File: config.mk
export PLATFORM = sky130hd
export DESIGN_NAME = mimo_fifo_lib
export DESIGN_NICKNAME = d
export VERILOG_FILES = /design/src/rtl/mimo_fifo_lib.sv
export SDC_FILE = /design/constraint.sdc
export NUM_CORES = 1
export LEC_CHECK = 0
export CAP_MARGIN = 20
export CORE_UTILIZATION = 59
export CTS_CLUSTER_DIAMETER = 30
export CTS_CLUSTER_SIZE = 10
export DETAILED_ROUTE_END_ITERATION = 8
export GPL_TIMING_DRIVEN = 0
export PLACE_DENSITY = 0.85
export SETUP_SLACK_MARGIN = 0.3
export SLEW_MARGIN = 20
export SYNTH_ARGS = -nofsm -noshare
export SYNTH_HDL_FRONTEND = slang
export SYNTH_SLANG_ARGS = --single-unit
File: constraint.sdc
create_clock -name clk -period 5.5 [get_ports clk]
set_clock_uncertainty 0.1 [all_clocks]
set_input_delay 1.1 -clock clk [delete_from_list [all_inputs] [get_ports clk]]
set_output_delay 1.1 -clock clk [all_outputs]
set_load 0.01 [all_outputs]
File: src/rtl/mimo_fifo_lib.sv
// mimo_fifo_lib: multi-lane FIFO, up to IN_NUM pushes and OUT_NUM pops per cycle.
// Define MIMO_FIFO_OVERWRITE_EN for overwrite-oldest mode; backpressure mode otherwise.
module mimo_fifo_lib #(
  parameter int ENT_NUM = 8,
  parameter int DATA_SIZE = 32,
  parameter int IN_NUM = 2,
  parameter int OUT_NUM = 2,
  parameter int ENT_NUM_WIDTH = $clog2(ENT_NUM),
  parameter int CNT_WIDTH = $clog2(ENT_NUM+1)
) (
  input  logic clk,
  input  logic rst,
  input  logic [IN_NUM-1:0] in_vld,
  input  logic [IN_NUM*DATA_SIZE-1:0] in_data,
  output logic in_rdy,
  output logic [OUT_NUM-1:0] out_vld,
  output logic [OUT_NUM*DATA_SIZE-1:0] out_data,
  input  logic [$clog2(OUT_NUM+1)-1:0] pick_num,
  output logic [CNT_WIDTH-1:0] ent_cnt,
  output logic fifo_full,
  output logic fifo_empty,
  output logic ovf
);
  localparam int SW = CNT_WIDTH + 1;
  logic [DATA_SIZE-1:0] mem [ENT_NUM];
  logic [ENT_NUM_WIDTH-1:0] wr_ptr, rd_ptr;
  logic [ENT_NUM_WIDTH-1:0] wr_idx [IN_NUM];
  logic [IN_NUM-1:0] wr_en;
  logic [SW-1:0] push_num, pop_num, drop_num, cnt_sum;

  // Every sum fed here is below 2*ENT_NUM, so one conditional subtract wraps it.
  function automatic logic [ENT_NUM_WIDTH-1:0] wrap(input logic [SW-1:0] s);
    return s >= SW'(ENT_NUM) ? ENT_NUM_WIDTH'(s - SW'(ENT_NUM)) : ENT_NUM_WIDTH'(s);
  endfunction

  assign wr_en = in_vld & {IN_NUM{in_rdy}};
  assign pop_num = SW'(pick_num) > SW'(ent_cnt) ? SW'(ent_cnt) : SW'(pick_num);
  assign cnt_sum = SW'(ent_cnt) - pop_num + push_num;
  assign fifo_full = ent_cnt == CNT_WIDTH'(ENT_NUM);
  assign fifo_empty = ent_cnt == '0;

`ifdef MIMO_FIFO_OVERWRITE_EN
  assign in_rdy = 1'b1;
  assign drop_num = cnt_sum > SW'(ENT_NUM) ? cnt_sum - SW'(ENT_NUM) : '0;
  assign ovf = |drop_num;
`else
  assign in_rdy = SW'(ENT_NUM) - SW'(ent_cnt) >= SW'(IN_NUM);
  assign drop_num = '0;
  assign ovf = 1'b0;
`endif

  // Valid lanes are packed into consecutive slots in ascending lane order.
  always_comb begin
    push_num = '0;
    for (int i = 0; i < IN_NUM; i++) begin
      wr_idx[i] = wrap(SW'(wr_ptr) + push_num);
      push_num = push_num + SW'(wr_en[i]);
    end
  end

  for (genvar k = 0; k < OUT_NUM; k++) begin : g_out
    assign out_vld[k] = SW'(ent_cnt) > SW'(k);
    assign out_data[k*DATA_SIZE +: DATA_SIZE] = mem[wrap(SW'(rd_ptr) + SW'(k))];
  end

  always_ff @(posedge clk or posedge rst)
    if (rst) begin
      wr_ptr <= '0;
      rd_ptr <= '0;
      ent_cnt <= '0;
    end else begin
      wr_ptr <= wrap(SW'(wr_ptr) + push_num);
      rd_ptr <= wrap(SW'(rd_ptr) + pop_num + drop_num);
      ent_cnt <= CNT_WIDTH'(cnt_sum - drop_num);
    end

  always_ff @(posedge clk)
    for (int i = 0; i < IN_NUM; i++)
      if (wr_en[i]) mem[wr_idx[i]] <= in_data[i*DATA_SIZE +: DATA_SIZE];
endmodule

==> results.toml <==
[run_status]
status = "finished, violations left"
failed_checks = "DRC"

[job]
cap_violations = 0

[floorplan]
fp.dieH_um = 165
num_rows = 59
initial_utilization_pct = 60.0
coreArea_sq_um = 26000
die_w_um = 165
io_pins = 144
die_area_sq_um = 27100

[clock_network]
cts_setup_buffers = 0
cts_sinks = 266
cts_repair_resize_count = 0
h-tree-depth = 2
cts_hold_buf = 0
cts_buffers = 52
worstSkewPairLatency_ps = 550
clockBufferDepth = 3
cts_tree = "built"
cts.clk_slew.worst_paths_ps = 50
cts_root_buf = "clkbuf_16"

[sta]
hold_violations = 0
hold_slack_ps = 528
relSlewSlack_pct = 36.6
setup-violations-final = 0
clock.fmax_mhz = 200
drv_slew = 0
worst_pin_slew_ps = 951
rsz0062_at_grt = "yes"
period_needed_ps = 5000
fin_crit_sh_pct = 91.0

[route]
via_count = 9892
first_pass_iters = 7
drcViolationCount = 4
avgRoutedWirePerCell_um = 28.4
via_per_inst = 6.67
wirelength_um = 42100
ant_nets = 0
drtIter0Drc = 1042

[pwr]
power-per-cell-area_nw_per_um2 = 743
leakage_nw = 6.69
total_power_mw = 14.6
peakVddDrop_mv = 0.570

[setup_path]
slowest_delay_ps = 660
critPathKind = "flop to flop"
cpMostUsedCell = "ha_1"
cp.required_ps = 5700
path_cells = "inv_1, ha_1, xnor2_1, nor3_2, and2_1, buf_2, inv_1, and2_1, ha_1, ha_1, xor2_1, nand3_1, a21oi_1, buf_4, mux2_2"
cp-end-kind = "flop"
cp_data_arrival_time_ps = 5210
crit_fanout = 10
start_kind = "flop"
crit_slowest_cell = "a21oi_1"

[yosys]
ys.warnings.count = 0
ys_top_cells_by_area = "edfxtp_1 49%, mux2_2 23%, mux4_2 18%"
ys.flop_type = "edfxtp_1"
synth_area_per_cell_sq_um = 17.5
ys_types = 30
synth.top_cell.area_share_pct = 49.3
synth_area_leader_cell = "edfxtp_1"
ys_seq_area_share_pct = 50.9
netlist_instances = 890
synth_fp_nets = 984
ys_async_sr_fraction_pct = 3.76
yosys_register_bits = 266
netlist_area_sq_um = 15600
synth_edf_count = 256

[placed_design]
hpwl_um = 26100
port_buffers = 141
gp_congestion = 0.775

[final_layout]
drive_gt1_share_pct = 52.0
area_growth_pct = 26.3
nets = 1195

[grt]
grt_antenna_before_repair = 2
grt_start_max_net_pins = 17
grtUsageTotal_pct = 32.0
grt_overflow = 0
grt_pass1_vias = 10351
grt_pass1_wl_um = 62100

[hold_path]
min_path_type = "flop to flop"
==> layer usage <==
layer  share of wire (%)  global-route usage (%)  vias to the layer above
met5                   0                       0                        -
met4                 3.8                    13.1                        0
met3                 9.8                    6.71                      129
met2                  49                    52.0                      611
met1                  37                    42.3                     5019
li1                    -                       -                     4133
==> path summary, 6_finish.rpt <==
path,from,depth (start not counted),end,slack [ps]
min,rd_ptr[1],1,rd_ptr[1],530
max reg2reg,ent_cnt[1],15,mem[4][21],500
max in group asynchronous,rst,2,ent_cnt[2],4280
min in group asynchronous,rst,2,rd_ptr[1],740
min reg2reg,rd_ptr[1],1,rd_ptr[1],530
max,ent_cnt[1],15,mem[4][21],500
==> logic make-up after synthesis <==
group                    after synthesis  share of synthesized area (%)
adder cells (fa/ha/maj)               24                           2.07
other                                  1                         0.0241
buffers and inverters                 78                           2.63
AO/OA/AOI/OAI                         22                          0.755
XOR/XNOR                              10                          0.562
flip-flops                           266                           50.9
AND/OR/NAND/NOR                       40                           1.34
multiplexers                         449                           41.7
==> area by class of cell <==
class                   instances  area [sq um]
flip-flops and latches        266          7940
plain buffers                  63           354
multi-input cells             546          7330
diodes                          3          7.51
repair buffers                157          1830
well taps                     335           419
clock buffers                  59          1330
clock inverters                38           423
fillers                      1463          6300
inverters                      15          56.3
==> cell usage in the layout, fill, tap and decap left out, drive strengths merged <==
cell,Yosys,routed
mux2,320,320
edfxtp,256,256
clkdlybuf4s50,0,141
mux4,128,128
clkbuf,17,76
buf,46,62
clkinv,0,25
ha,21,21
inv,15,19
a21oi,17,17
nand3,11,11
dfrtp,10,10
nand2,9,9
bufinv,0,8
nor2b,6,6
xnor2,5,5
xor2,5,5
and2,4,4
diode,0,3
nand4,3,3
nor2,3,3
fa,3,3
o21ai,2,2
nor3,2,2
or2,1,1
o211ai,1,1
mux2i,1,1
a21o,1,1
nand2b,1,1
a22oi,1,1
conb,1,1
clkinvlp,0,1
==> synth_stat cells, types with 3 or more instances <==
master    count
dfrtp_1      10
nor2b_1       6
inv_1        15
buf_2        18
edfxtp_1    256
nor2_1        3
buf_4        25
nand3_1      11
nand4_1       3
nand2_1       9
a21oi_1      17
xnor2_1       5
buf_1         3
clkbuf_1     17
ha_1         21
mux2_2      320
and2_1        4
xor2_1        5
fa_1          3
mux4_2      128
==> registers in the layout, indices dropped and copies added (netlist names) <==
| register | flops |
|---|---|
| mem | 256 |
| ent_cnt | 4 |
| rd_ptr | 3 |
| wr_ptr | 3 |
==> worst max-delay path, delay by kind of cell (launching register included) <==
family / cells / cell delay [ps]
compound gates: 1 / 660
xor+xnor: 2 / 430
fa+ha+maj: 3 / 660
buf+inv: 4 / 1020
flops: 1 / 460
mux: 1 / 360
simple gates: 4 / 1040
==> metrics by stage <==
step	worst slack (ps)	area, sq um	util, %	instances	TNS [ps]
2_1_floorplan	685	15600	-	890	0
3_3_place_gp	-1480	17400	67.0	1366	-351700
3_5_place_dp	491	17900	69.0	1382	0
4_1_cts	455	19700	75.7	1479	0
5_1_grt	274	19700	75.7	1480	0
6_report	497	19700	75.7	1482	0
==> power breakdown <==
part	internal (mW)	switching, mW	total (mW)	leakage (nW)
clock network	2.10	1.05	3.15	0.853
logic	4.24	3.71	7.95	3.38
registers	3.19	0.338	3.53	2.46
Power figures use the tool's default switching activity.
